File: config.mk
export PLATFORM = sky130hd
export DESIGN_NAME = m8c_issp_seq
export DESIGN_NICKNAME = d
export VERILOG_FILES = /design/src/rtl/m8c_issp_pkg.sv /design/src/rtl/m8c_issp_cmdq.sv /design/src/rtl/m8c_issp_seq.sv
export SDC_FILE = /design/constraint.sdc
export NUM_CORES = 1
export LEC_CHECK = 0
export BUFFER_PORTS_ARGS = -buffer_cell sky130_fd_sc_hd__buf_2
export CAP_MARGIN = 20
export CORE_ASPECT_RATIO = 0.8
export CORE_MARGIN = 3
export CORE_UTILIZATION = 57
export DETAILED_ROUTE_END_ITERATION = 6
export GPL_TIMING_DRIVEN = 0
export PLACE_DENSITY = 0.82
export SLEW_MARGIN = 20
export SYNTH_ARGS = -nofsm -noshare
export SYNTH_HDL_FRONTEND = slang
export SYNTH_HIERARCHICAL = 1
export SYNTH_SLANG_ARGS = --single-unit
File: constraint.sdc
create_clock -name osc -period 3.4 [get_ports osc]
set_input_delay 0.51 -clock osc [delete_from_list [all_inputs] [get_ports osc]]
set_output_delay 0.51 -clock osc [all_outputs]
set_load 0.02 [all_outputs]
File: src/rtl/m8c_issp_pkg.sv
// Shared definitions for the M8C ISSP command sequencer and bit engine:
// opcodes, vector width and sequencer state encoding.
package m8c_issp_pkg;

   localparam int ISSP_VEC_SIZE = 22;

   localparam logic [2:0] ISSPCMD_NONE    = 3'd0;
   localparam logic [2:0] ISSPCMD_POR     = 3'd1;
   localparam logic [2:0] ISSPCMD_PWROFF  = 3'd2;
   localparam logic [2:0] ISSPCMD_SENDVEC = 3'd3;
   localparam logic [2:0] ISSPCMD_EXEC    = 3'd4;

   typedef enum logic [2:0] {
      SEQ_IDLE,
      SEQ_START,
      SEQ_WAIT,
      SEQ_RESULT,
      SEQ_HALT
   } seq_state_t;

   function automatic logic issp_op_valid(input logic [2:0] op);
      return (op >= ISSPCMD_POR) && (op <= ISSPCMD_EXEC);
   endfunction

endpackage

File: src/rtl/m8c_issp_cmdq.sv
// Synchronous command FIFO with first-word-fall-through head and a flush
// input that empties it in one cycle.
module m8c_issp_cmdq #(
   parameter int W     = 8,
   parameter int DEPTH = 4
) (
   input  logic         i_clk,
   input  logic         i_rst,
   input  logic         i_flush,
   input  logic         i_push,
   input  logic [W-1:0] i_data,
   input  logic         i_pop,
   output logic [W-1:0] o_data,
   output logic         o_empty,
   output logic         o_full
);

   localparam int AW = $clog2(DEPTH);
   localparam logic [AW-1:0] PTR_ONE  = AW'(1);
   localparam logic [AW:0]   CNT_ONE  = (AW+1)'(1);
   localparam logic [AW:0]   CNT_FULL = (AW+1)'(DEPTH);

   logic [W-1:0]  r_mem [DEPTH];
   logic [AW-1:0] r_wr_ptr;
   logic [AW-1:0] r_rd_ptr;
   logic [AW:0]   r_count;
   logic          w_push;
   logic          w_pop;

   assign o_empty = (r_count == '0);
   assign o_full  = (r_count == CNT_FULL);
   assign w_push  = i_push && !o_full;
   assign w_pop   = i_pop && !o_empty;
   assign o_data  = r_mem[r_rd_ptr];

   always_ff @(posedge i_clk) begin
      if (w_push) r_mem[r_wr_ptr] <= i_data;
   end

   always_ff @(posedge i_clk) begin
      if (i_rst || i_flush) begin
         r_wr_ptr <= '0;
         r_rd_ptr <= '0;
         r_count  <= '0;
      end else begin
         if (w_push) r_wr_ptr <= r_wr_ptr + PTR_ONE;
         if (w_pop)  r_rd_ptr <= r_rd_ptr + PTR_ONE;
         case ({w_push, w_pop})
            2'b10:   r_count <= r_count + CNT_ONE;
            2'b01:   r_count <= r_count - CNT_ONE;
            default: r_count <= r_count;
         endcase
      end
   end

endmodule

File: src/rtl/m8c_issp_seq.sv
// ISSP command sequencer: queues host commands, runs them one at a time on
// the bit engine, captures SENDVEC read-back and aborts hung operations.
module m8c_issp_seq
   import m8c_issp_pkg::*;
#(
   parameter int VEC_W       = ISSP_VEC_SIZE,
   parameter int DEPTH       = 4,
   parameter int HOLDOFF     = 2,
   parameter int TIMEOUT_CYC = 65535
) (
   input  logic             osc,
   input  logic             rst,
   input  logic             cmd_valid,
   output logic             cmd_ready,
   input  logic [2:0]       cmd_op,
   input  logic [VEC_W-1:0] cmd_vec,
   input  logic [VEC_W-1:0] cmd_mask,
   output logic             res_valid,
   input  logic             res_ready,
   output logic [VEC_W-1:0] res_data,
   output logic [2:0]       eng_cmd,
   output logic [VEC_W-1:0] eng_vec,
   output logic [VEC_W-1:0] eng_mask,
   output logic             eng_start,
   output logic             eng_abort,
   input  logic             eng_busy,
   input  logic [VEC_W-1:0] eng_rdata,
   output logic             idle,
   output logic             err_timeout,
   output logic             err_badcmd,
   input  logic             err_clr
);

   localparam int QW = 3 + 2 * VEC_W;
   localparam logic [15:0] HOLD_L  = 16'(HOLDOFF);
   localparam logic [15:0] TO_LAST = 16'(TIMEOUT_CYC - 1);

   seq_state_t       r_state;
   logic [15:0]      r_cnt;
   logic [2:0]       r_eng_cmd;
   logic [VEC_W-1:0] r_eng_vec;
   logic [VEC_W-1:0] r_eng_mask;
   logic             r_start;
   logic             r_abort;
   logic             r_res_valid;
   logic [VEC_W-1:0] r_res_data;
   logic             r_err_to;
   logic             r_err_bad;

   logic [QW-1:0]    w_head;
   logic [2:0]       w_head_op;
   logic             w_empty;
   logic             w_full;
   logic             w_push;
   logic             w_pop;
   logic             w_flush;
   logic             w_done;
   logic             w_timeout;

   assign cmd_ready = !w_full && (r_state != SEQ_HALT);
   assign w_push    = cmd_valid && cmd_ready;
   assign w_pop     = (r_state == SEQ_IDLE) && !w_empty;
   assign w_head_op = w_head[QW-1 -: 3];

   // Busy is only trusted once the engine has had HOLDOFF cycles to see the start.
   assign w_done    = (r_state == SEQ_WAIT) && (r_cnt >= HOLD_L) && !eng_busy;
   assign w_timeout = (r_state == SEQ_WAIT) && !w_done && (r_cnt >= TO_LAST);
   assign w_flush   = w_timeout || (r_state == SEQ_HALT);

   m8c_issp_cmdq #(
      .W     (QW),
      .DEPTH (DEPTH)
   ) u_cmdq (
      .i_clk   (osc),
      .i_rst   (rst),
      .i_flush (w_flush),
      .i_push  (w_push),
      .i_data  ({cmd_op, cmd_vec, cmd_mask}),
      .i_pop   (w_pop),
      .o_data  (w_head),
      .o_empty (w_empty),
      .o_full  (w_full)
   );

   always_ff @(posedge osc) begin
      if (rst) begin
         r_state     <= SEQ_IDLE;
         r_cnt       <= '0;
         r_eng_cmd   <= '0;
         r_eng_vec   <= '0;
         r_eng_mask  <= '0;
         r_start     <= 1'b0;
         r_abort     <= 1'b0;
         r_res_valid <= 1'b0;
         r_res_data  <= '0;
         r_err_to    <= 1'b0;
         r_err_bad   <= 1'b0;
      end else begin
         r_start <= 1'b0;
         r_abort <= 1'b0;
         if (err_clr && (r_state != SEQ_HALT)) r_err_bad <= 1'b0;

         case (r_state)
            SEQ_IDLE: begin
               if (!w_empty) begin
                  if (issp_op_valid(w_head_op)) begin
                     r_eng_cmd  <= w_head_op;
                     r_eng_vec  <= w_head[2*VEC_W-1 -: VEC_W];
                     r_eng_mask <= w_head[VEC_W-1:0];
                     r_start    <= 1'b1;
                     r_state    <= SEQ_START;
                  end else begin
                     r_err_bad <= 1'b1;
                  end
               end
            end
            SEQ_START: begin
               r_cnt   <= '0;
               r_state <= SEQ_WAIT;
            end
            SEQ_WAIT: begin
               if (r_cnt != 16'hFFFF) r_cnt <= r_cnt + 16'd1;
               if (w_done) begin
                  if (r_eng_cmd == ISSPCMD_SENDVEC) begin
                     r_res_data  <= eng_rdata;
                     r_res_valid <= 1'b1;
                     r_state     <= SEQ_RESULT;
                  end else begin
                     r_state <= SEQ_IDLE;
                  end
               end else if (w_timeout) begin
                  r_abort  <= 1'b1;
                  r_err_to <= 1'b1;
                  r_state  <= SEQ_HALT;
               end
            end
            SEQ_RESULT: begin
               if (res_ready) begin
                  r_res_valid <= 1'b0;
                  r_state     <= SEQ_IDLE;
               end
            end
            SEQ_HALT: begin
               if (err_clr) begin
                  r_err_to  <= 1'b0;
                  r_err_bad <= 1'b0;
                  r_state   <= SEQ_IDLE;
               end
            end
            default: r_state <= SEQ_IDLE;
         endcase
      end
   end

   assign eng_cmd     = r_eng_cmd;
   assign eng_vec     = r_eng_vec;
   assign eng_mask    = r_eng_mask;
   assign eng_start   = r_start;
   assign eng_abort   = r_abort;
   assign res_valid   = r_res_valid;
   assign res_data    = r_res_data;
   assign err_timeout = r_err_to;
   assign err_badcmd  = r_err_bad;
   assign idle        = w_empty && (r_state == SEQ_IDLE);

endmodule

After elaboration in Yosys (flattened, before gate mapping)

Memories as Yosys holds them, arrays and structs flattened. A register that Yosys moved wholly into a read port is not among the register bits.
Index checks and enable logic that the tools add are counted.
W data, S select, Z words.

Flip-flop bits (word level): 100
RAM bits: 188
Memories kept: 1

Memory list:

| memory       | depth | bits a word | rd ports | clocked after memory_dff | write ports | line                | text |
|---|---|---|---|---|---|---|---|
| u_cmdq.r_mem | 4     | 47          | 1        | 1                        | 1           | m8c_issp_cmdq.sv:23 | `logic [W-1:0] r_mem [DEPTH];` |

Add/sub/neg operators: 5
Order comparisons: 4
Equal/unequal tests: 20
Muxes and demuxes: 30
Bitwise operators: 3
Reduce and logical (&&, ||, !) cells: 32

Operator list:

| kind                    | number |
|---|---|
| $pmux W16 S2            | 1 |
| $mux W3                 | 6 |
| $add A16 B1 Y16 const B | 1 |
| $ge A16 B16 Y1 const B  | 1 |
| $ge A16 B2 Y1 const B   | 1 |
| $mux W16                | 1 |
| $ne A16 B16 Y1 const B  | 1 |
| $pmux W3 S5             | 1 |
| $mux W1                 | 14 |
| $logic_and A1 B1 Y1     | 12 |
| $ne A2 B2 Y1 const B    | 6 |
| $eq A3 B2 Y1 const B    | 3 |
| $reduce_and A4 Y1       | 2 |
| $reduce_bool A2 Y1      | 4 |
| $eq A3 B3 Y1 const B    | 2 |
| $logic_not A3 Y1        | 2 |
| $mux W2                 | 3 |
| $ne A2 B1 Y1 const B    | 3 |
| $ne A3 B3 Y1 const B    | 2 |
| $pmux W1 S2             | 3 |
| $pmux W3 S2             | 1 |
| $reduce_and A3 Y1       | 2 |
| $reduce_or A3 Y1        | 2 |
| $reduce_and A5 Y1       | 1 |
| 12 further kinds        | 19 |

Depth between registers and ports, before layout

Gate-level depths: netlist of run 1.

Depth after elaboration: 9
Gate-level depth with buffers: 13

By module

Netlist of run 1, hierarchy kept.

Modules (own cells, without submodules):

| module        | times used | cells an instance | area each (um^2) |
|---|---|---|---|
| m8c_issp_cmdq | 1          | 301               | 7,262.0 |
| m8c_issp_seq  | 1          | 427               | 3,712.3 |

Least setup slack after synthesis of run 1

Ideal clock, no wire load.

Path kind: register to register
From: register u_cmdq.r_count[1]
To: register u_cmdq.r_count[2]
Library setup time: 70 ps
Arrival time: 2,660 ps
Data required time: 3,330 ps
Setup slack: 671 ps
Cell stages (with the launch flop): 14
Path buffers: 1
Clock period less this slack: 2,729 ps
Path through: dfxtp_1 -> or3b_1 -> clkbuf_2 -> inv_1 -> nor2_1 -> and2_1 -> and2_4 -> inv_1 -> ha_1 -> inv_1 -> fa_1 -> xor2_1 -> or3_2 -> a21oi_1

Word-level cells in the longest chain between the ends: 7
Elaborated cells on any way between the ends: 15
Classes of those cells: 2 x add/sub; 3 x eq/ne; 1 x mux; 9 x reduce/logical

RTL lines:

| element                                                  | line                | text |
|---|---|---|
| start: declaration                                       | m8c_issp_cmdq.sv:26 | `logic [AW:0] r_count;` |
| start signal: assignment                                 | m8c_issp_cmdq.sv:49 | `2'b10: r_count <= r_count + CNT_ONE;` |
| start signal: assignment                                 | m8c_issp_cmdq.sv:50 | `2'b01: r_count <= r_count - CNT_ONE;` |
| start signal: assignment                                 | m8c_issp_cmdq.sv:51 | `default: r_count <= r_count;` |
| $eq A3 B3 Y1 *                                           | m8c_issp_cmdq.sv:31 | `assign o_full = (r_count == CNT_FULL);` |
| net w_full                                               | m8c_issp_seq.sv:53  | `logic w_full;` |
| $logic_not A1 Y1 *                                       | m8c_issp_seq.sv:60  | `assign cmd_ready = !w_full && (r_state != SEQ_HALT);` |
| $logic_and A1 B1 Y1 *                                    | m8c_issp_seq.sv:60  |  |
| net cmd_ready                                            | m8c_issp_seq.sv:14  | `output logic cmd_ready,` |
| $logic_and A1 B1 Y1 *                                    | m8c_issp_seq.sv:61  | `assign w_push = cmd_valid && cmd_ready;` |
| net w_push                                               | m8c_issp_seq.sv:54  | `logic w_push;` |
| $logic_and A1 B1 Y1 *                                    | m8c_issp_cmdq.sv:32 | `assign w_push = i_push && !o_full;` |
| $eq A2 B1 Y1 / $eq A2 B2 Y1 (equally long branches)      | m8c_issp_cmdq.sv:48 | `case ({w_push, w_pop})` |
| $pmux W3 S2 / $reduce_bool A2 Y1 (equally long branches) | --                  |  |

The timed path passes the listed nets; every way through them passes the cells marked *.
A chain may end at the register's enable or synchronous reset.

Worst setup path in the final report of run 1

From: register r_state[2]
To: register u_cmdq.r_count[2]

Elaborated cells on any way between the ends: 20
Classes of those cells: 5 x eq/ne; 1 x mux; 14 x reduce/logical

RTL lines:

| element                                                  | line                | text |
|---|---|---|
| start: declaration                                       | m8c_issp_seq.sv:38  | `seq_state_t r_state;` |
| start signal: assignment                                 | m8c_issp_seq.sv:87  | `r_state <= SEQ_IDLE;` |
| start signal: assignment                                 | m8c_issp_seq.sv:111 | `r_state <= SEQ_START;` |
| start signal: assignment                                 | m8c_issp_seq.sv:119 | `r_state <= SEQ_WAIT;` |
| $ne A3 B3 Y1 *                                           | m8c_issp_seq.sv:60  |  |
| $logic_and A1 B1 Y1 *                                    | m8c_issp_seq.sv:60  |  |
| $logic_and A1 B1 Y1 *                                    | m8c_issp_seq.sv:61  |  |
| net w_push                                               | m8c_issp_seq.sv:54  |  |
| $logic_and A1 B1 Y1 *                                    | m8c_issp_cmdq.sv:32 |  |
| $eq A2 B1 Y1 / $eq A2 B2 Y1 (equally long branches)      | m8c_issp_cmdq.sv:48 |  |
| $pmux W3 S2 / $reduce_bool A2 Y1 (equally long branches) | --                  |  |

Marked as above.

==> flow_summary.yaml, run 1 <==
run_status:
  outcome: "finished clean"
timing:
  fmax_ghz: 0.324
  finalCritPeriodShare_pct: 90.7
  rsz0062_at_grt: "false"
  drv_slew: 0
  tightestPinTransition_ps: 836
  finalClockSkew_ps: 10.6
  period_minus_slack_ps: 3080
  relSlewSlack_pct: 43.8
  hold_slack_ps: 201
  hold_viol: 0
  setup_viol: 0
  setup_tns_ps: 0
power:
  power_density_mw_per_mm2: 799
  p_leak_nw: 4.89
  power_mw: 10.4
  peakVddDrop_mv: 0.542
drt:
  num_vias: 6728
  avgRoutedWirePerCell_um: 19.6
  drt_pass1_iterations: 5
  drt_wl_total_um: 23200
  drtIter0Drc: 487
  drt.antenna.violating_nets: 0
  drc_errors: 0
  vias_per_cell: 5.68
clocking:
  clock_path_buffers: 3
  cts_tree: "yes"
  clk_pin_slew_worst_paths_ps: 60
  cts_hold_buf: 0
  clkLatencyLatePin_ps: 520
  cts_buffers: 28
  htreeDepth: 1
  numClockSinks: 290
  root_buffer: "clkbuf_16"
  post-cts-setup-buffers: 0
  post_cts_resized: 0
finish:
  stdcell_area_sq_mm: 0.0131
  final-seq-area_sq_mm: 0.00769
  final_cells: 1184
  areaGrowthSynthToFinish_pct: 19.1
  drive_above_1_share_pct: 30.2
  nFillCells: 1232
  multi_input_area_sq_mm: 0.00304
  final_nets: 991
synthesis:
  synth.most_common_cell: "edfxtp_1"
  synth_cells: 728
  yosys_warnings: 6
  ys_async_sr_fraction_pct: 0
  ys_seq_area_share_pct: 70.0
  synth.largest_area_cell: "edfxtp_1"
  synth_cell_types: 52
  ys_ff_latch: 290
  avgSynthCellArea_sq_um: 15.1
  yosys-top-cells-count: "edfxtp_1 (188), nand2_1 (106), dfxtp_1 (102), a21oi_1 (57), mux4_2 (47)"
  synthTopCellsByArea: "edfxtp_1 (51%), dfxtp_1 (19%), mux4_2 (9.6%)"
  synth_edf_count: 188
  synth_area_sq_mm: 0.0110
  synth_nets: 811
  synth_flop_cell: "edfxtp_1"
  netlist.area_leader.share_pct: 51.4
worst_setup_path:
  path_class: "register to register"
  critical_path.endpoint_type: "register"
  cp-start-kind: "register"
  cp.required_ps: 3850
  rrSetupSlack_ps: 320
  path_max_fanout: 8
  arrival_ps: 3540
global_route:
  antenna_found_initial: 3
  grt_pass1_vias: 6483
  grt_first_pass_wirelength_um: 35500
  grt_usage_pct: 21.8
  grt_max_degree: 48
  overflow: 0
placement:
  dpl_cell_area_sq_mm: 0.0121
  dp.final_hpwl_um: 14800
  io_buffers: 150
  gp_congestion: 0.853
  dp.cells: 1131
floorplanning:
  start_util_pct: 59.3
  core_area_sq_mm: 0.0185
  die_h_um: 130
  pin_count: 151
  rows: 44
  die_x_um: 161
  dieArea_sq_mm: 0.0210
run:
  maxCapViolations: 0
min_path:
  hold_path.class: "primary input to register"
==> layout make-up <==
cell class / count / area share, %
Antenna cell: 2 / 0.0383
Buffer: 36 / 1.64
Clock buffer: 30 / 5.58
Clock inverter: 21 / 2.14
Inverter: 12 / 0.345
Multi-Input combinational cell: 390 / 23.3
Sequential cell: 290 / 58.8
Tap cell: 253 / 2.42
Timing Repair Buffer: 150 / 5.74
==> worst paths after layout <==
path	start	endpoint	cells after the start
hold reg to reg	eng_vec[0]$_SDFFE_PP0P_	eng_vec[0]$_SDFFE_PP0P_	2
setup reg to reg	r_state[2]$_SDFFE_PP0P_	u_cmdq/r_count[2]$_SDFFE_PP0P_	11
setup / recovery	r_state[2]$_SDFFE_PP0P_	u_cmdq/r_count[2]$_SDFFE_PP0P_	11
hold / removal	cmd_mask[15]	u_cmdq/r_mem[3][15]$_DFFE_PP_	1
==> power breakdown <==
part	switching [mW]	leakage (nW)	internal (mW)
clock	1.26	0.485	2.08
combinational	1.56	1.85	1.01
sequential	0.229	2.55	4.30
total	3.05	4.89	7.39
==> registers in the layout (all words and copies together) (netlist names), 2 cells and up, named ones only <==
register	cells
eng_cmd	3
eng_mask	22
eng_vec	22
r_cnt	16
r_state	3
res_data	22
u_cmdq/r_count	3
u_cmdq/r_mem	188
u_cmdq/r_rd_ptr	2
u_cmdq/r_wr_ptr	2
==> placed cells by master, fill, tap and decap left out, types with 2 or more instances in the layout <==
cell and instances:
nand3_1 7, nand4_2 2, dfxtp_1 102, xor2_1 3
nand2_1 106, xnor2_1 12, ha_1 7, or3b_1 2
buf_4 10, nor2b_1 3, nor3_1 15, mux4_2 47
diode_2 2, nor2_1 46, nor4_2 2, clkbuf_16 29
and2_1 2, nor4_1 5, buf_2 157, clkinv_1 7
or3_1 5, nor3b_1 2, clkbuf_2 2, mux2_1 2
inv_1 12, buf_6 4, clkbuf_1 13, mux2i_1 22
nand2b_1 2, edfxtp_1 188, clkinvlp_4 2, nand4_1 6
clkinv_2 3, and4_1 3, a21oi_1 57, and3_4 4
o21ai_0 8, nand3b_1 2, bufinv_16 7
==> critical path, cell delays in order, from the launching register on <==
cell	delay, ps
dfxtp_1	470
nor3b_1	490
nor2_1	150
and2_1	300
and2_4	190
inv_1	60
ha_1	200
inv_1	70
fa_1	370
xor2_1	160
or3_2	410
a21oi_1	150
==> through the flow <==
stage | util, % | setup slack, ps
2_1_floorplan | - | 671
3_3_place_gp | 65.1 | 494
3_5_place_dp | 65.2 | 402
4_1_cts | 70.6 | 364
5_1_grt | 70.7 | 128
6_report | 70.7 | 318
==> cell families after synthesis <==
| group | Yosys count | synth area share [%] |
|---|---|---|
| AND/OR/NAND/NOR | 224 | 9.91 |
| multiplexers | 71 | 11.9 |
| flip-flops | 290 | 70.0 |
| adder cells (fa/ha/maj) | 8 | 0.980 |
| XOR/XNOR | 15 | 1.20 |
| buffers and inverters | 48 | 2.36 |
| AO/OA/AOI/OAI | 72 | 3.65 |
==> per-layer routing <==
layer  up-vias  global-route usage, %  routed length, um
li1       3075                      -                  -
met1      3358                   30.7               9780
met2       255                   36.1              11300
met3        38                   4.06               1710
met4         2                   5.46                433
met5         -                      0                 13
Power figures use the tool's default switching activity.
==> run 2, diff against run 1 <==
--- a/config.mk
+++ b/config.mk
@@ -7,12 +7,15 @@
 export LEC_CHECK = 0
 export BUFFER_PORTS_ARGS = -buffer_cell sky130_fd_sc_hd__buf_2
 export CAP_MARGIN = 20
+export CELL_PAD_IN_SITES_DETAIL_PLACEMENT = 2
+export CELL_PAD_IN_SITES_GLOBAL_PLACEMENT = 2
 export CORE_ASPECT_RATIO = 0.8
 export CORE_MARGIN = 3
-export CORE_UTILIZATION = 57
+export CORE_UTILIZATION = 40
 export DETAILED_ROUTE_END_ITERATION = 6
 export GPL_TIMING_DRIVEN = 0
-export PLACE_DENSITY = 0.82
+export HOLD_SLACK_MARGIN = 0.1
+export PLACE_DENSITY = 0.81
 export SLEW_MARGIN = 20
 export SYNTH_ARGS = -nofsm -noshare
 export SYNTH_HDL_FRONTEND = slang
==> run 2 against run 1 <==
  * Critical path depth is 3 lower
  * Non-clock buffer count stayed put
  * Sequential power is 0.9% higher
  * Register-to-register slack worse by 100 ps
  * Critical path type unchanged
  * Via count is 3.9% higher
  * Largest cell class unchanged
  * Core utilization is 21 points lower
  * Sequential cell count stayed put
  * Critical endpoint is now eng_mask[16]$_SDFFE_PP0P_
==> flow_summary.yaml, run 2 (synthesis results as in run 1) <==
run_status:
  outcome: "finished clean"
drt:
  drt_pass1_iterations: 6
  num_vias: 6993
  drt.antenna.violating_nets: 0
  drt_wl_total_um: 33100
  avgRoutedWirePerCell_um: 25.6
  drtIter0Drc: 428
  vias_per_cell: 5.40
  drc_errors: 0
global_route:
  grt_first_pass_wirelength_um: 50100
  grt_usage_pct: 22.4
  overflow: 0
  grt_pass1_vias: 7966
  antenna_found_initial: 10
  grt_max_degree: 48
worst_setup_path:
  arrival_ps: 3660
  r2r_cells: 8
  path_class: "register to register"
  cp.required_ps: 3880
  cp-start-kind: "register"
  path_max_fanout: 10
  critical_path.endpoint_type: "register"
power:
  power_frac_seq_pct: 42.6
  internal_power_mw: 7.23
  power_mw: 10.7
  peakVddDrop_mv: 0.401
  power_density_mw_per_mm2: 812
  p_sw_share_pct: 32.6
  p_clk_share_pct: 31.3
  pwr-share-comb_pct: 26.1
  p_leak_nw: 4.91
  p_switching_mw: 3.50
timing:
  finalCritPeriodShare_pct: 93.6
  hold_viol: 0
  period_minus_slack_ps: 3180
  finalClockSkew_ps: 31.6
  tightestPinTransition_ps: 857
  setup_tns_ps: 0
  drv_slew: 0
  worst_slack_ps: 218
  rsz0062_at_grt: "false"
  setup_viol: 0
  fmax_ghz: 0.314
  relSlewSlack_pct: 42.8
run:
  maxCapViolations: 0
placement:
  dp.cells: 1235
  place_ws_ps: 218
  io_buffers: 150
  dp.final_hpwl_um: 20900
  gp_congestion: 0.789
floorplanning:
  start_util_pct: 41.2
  die_x_um: 191
  die_h_um: 154
  rows: 53
  core_area_sq_mm: 0.0267
  dieArea_sq_mm: 0.0295
  pin_count: 151
clocking:
  clock_path_buffers: 3
  cts_hold_buf: 0
  htreeDepth: 1
  post-cts-setup-buffers: 0
  clk_pin_slew_worst_paths_ps: 70
  numClockSinks: 290
  cts_tree: "yes"
  root_buffer: "clkbuf_16"
  cts_buffers: 30
  clkLatencyLatePin_ps: 560
  post_cts_resized: 0
finish:
  drive_above_1_share_pct: 31.4
  areaGrowthSynthToFinish_pct: 20.6
  final_cells: 1296
  largest_reg_flops: 188
  mostFrequentLayoutCells: "edfxtp_1 (188), buf_2 (157), nand2_1 (106)"
  final_core_util_pct: 49.6
  final_nets: 993
  regMostFlops: "u_cmdq/r_mem"
  final_common_cell: "edfxtp_1"
min_path:
  hold_path.class: "primary input to register"
  min_delay_path_depth: 1
-- run 2: per-layer routing --
layer | GRT usage (%) | share of wire (%) | up-vias
met5 | 0 | 0.19 | -
met2 | 39.7 | 52 | 194
met1 | 28.6 | 41 | 3644
met3 | 3.53 | 4.5 | 66
met4 | 6.57 | 2.7 | 10
li1 | - | - | 3079
-- run 2: area by class of cell --
cell class,instances,area (sq um)
Clock inverter,19,184
Buffer,36,214
Sequential cell,290,7690
Clock buffer,37,837
Multi-Input combinational cell,390,3050
Tap cell,357,447
Fill cell,2557,13400
Timing Repair Buffer,150,751
Inverter,12,45.0
Antenna cell,5,12.5
-- run 2: critical path, stage by stage, from the launching register on --
cell      delay (ps)
dfxtp_1          340
clkbuf_1         660
mux4_2           450
nor2_1           130
xor2_1           400
or3_1            240
clkbuf_1         560
nand2_1          140
a21oi_1          210
-- run 2: per-stage QoR --
step | instance area [sq um] | hold WS, ps
floorplan | 11000 | 459
global placement | 12200 | 440
detailed placement | 12200 | 450
CTS | 13200 | 137
global route | 13200 | 149
finish | 13200 | 164
-- run 2: path summary, 6_finish.rpt --
path	from	endpoint	slack (ps)
worst max register to register	register	eng_mask[16]$_SDFFE_PP0P_	220
worst max-delay path	register	eng_mask[16]$_SDFFE_PP0P_	220
worst min-delay path	cmd_mask[10]	u_cmdq/r_mem[1][10]$_DFFE_PP_	160
worst min register to register	eng_vec[17]$_SDFFE_PP0P_	eng_vec[17]$_SDFFE_PP0P_	460
-- run 2: power groups by stage --
| stage | Sequential (mW) | Combinational [mW] | Clock, mW |
|---|---|---|---|
| after CTS | 4.58 | 2.84 | 3.44 |
| after global routing | 4.62 | 3.04 | 3.58 |
| after detailed placement | 4.63 | 2.75 | 0 |
| final | 4.57 | 2.80 | 3.36 |
| after floorplan | 4.79 | 1.54 | 0 |
| after global placement | 4.57 | 2.59 | 0 |
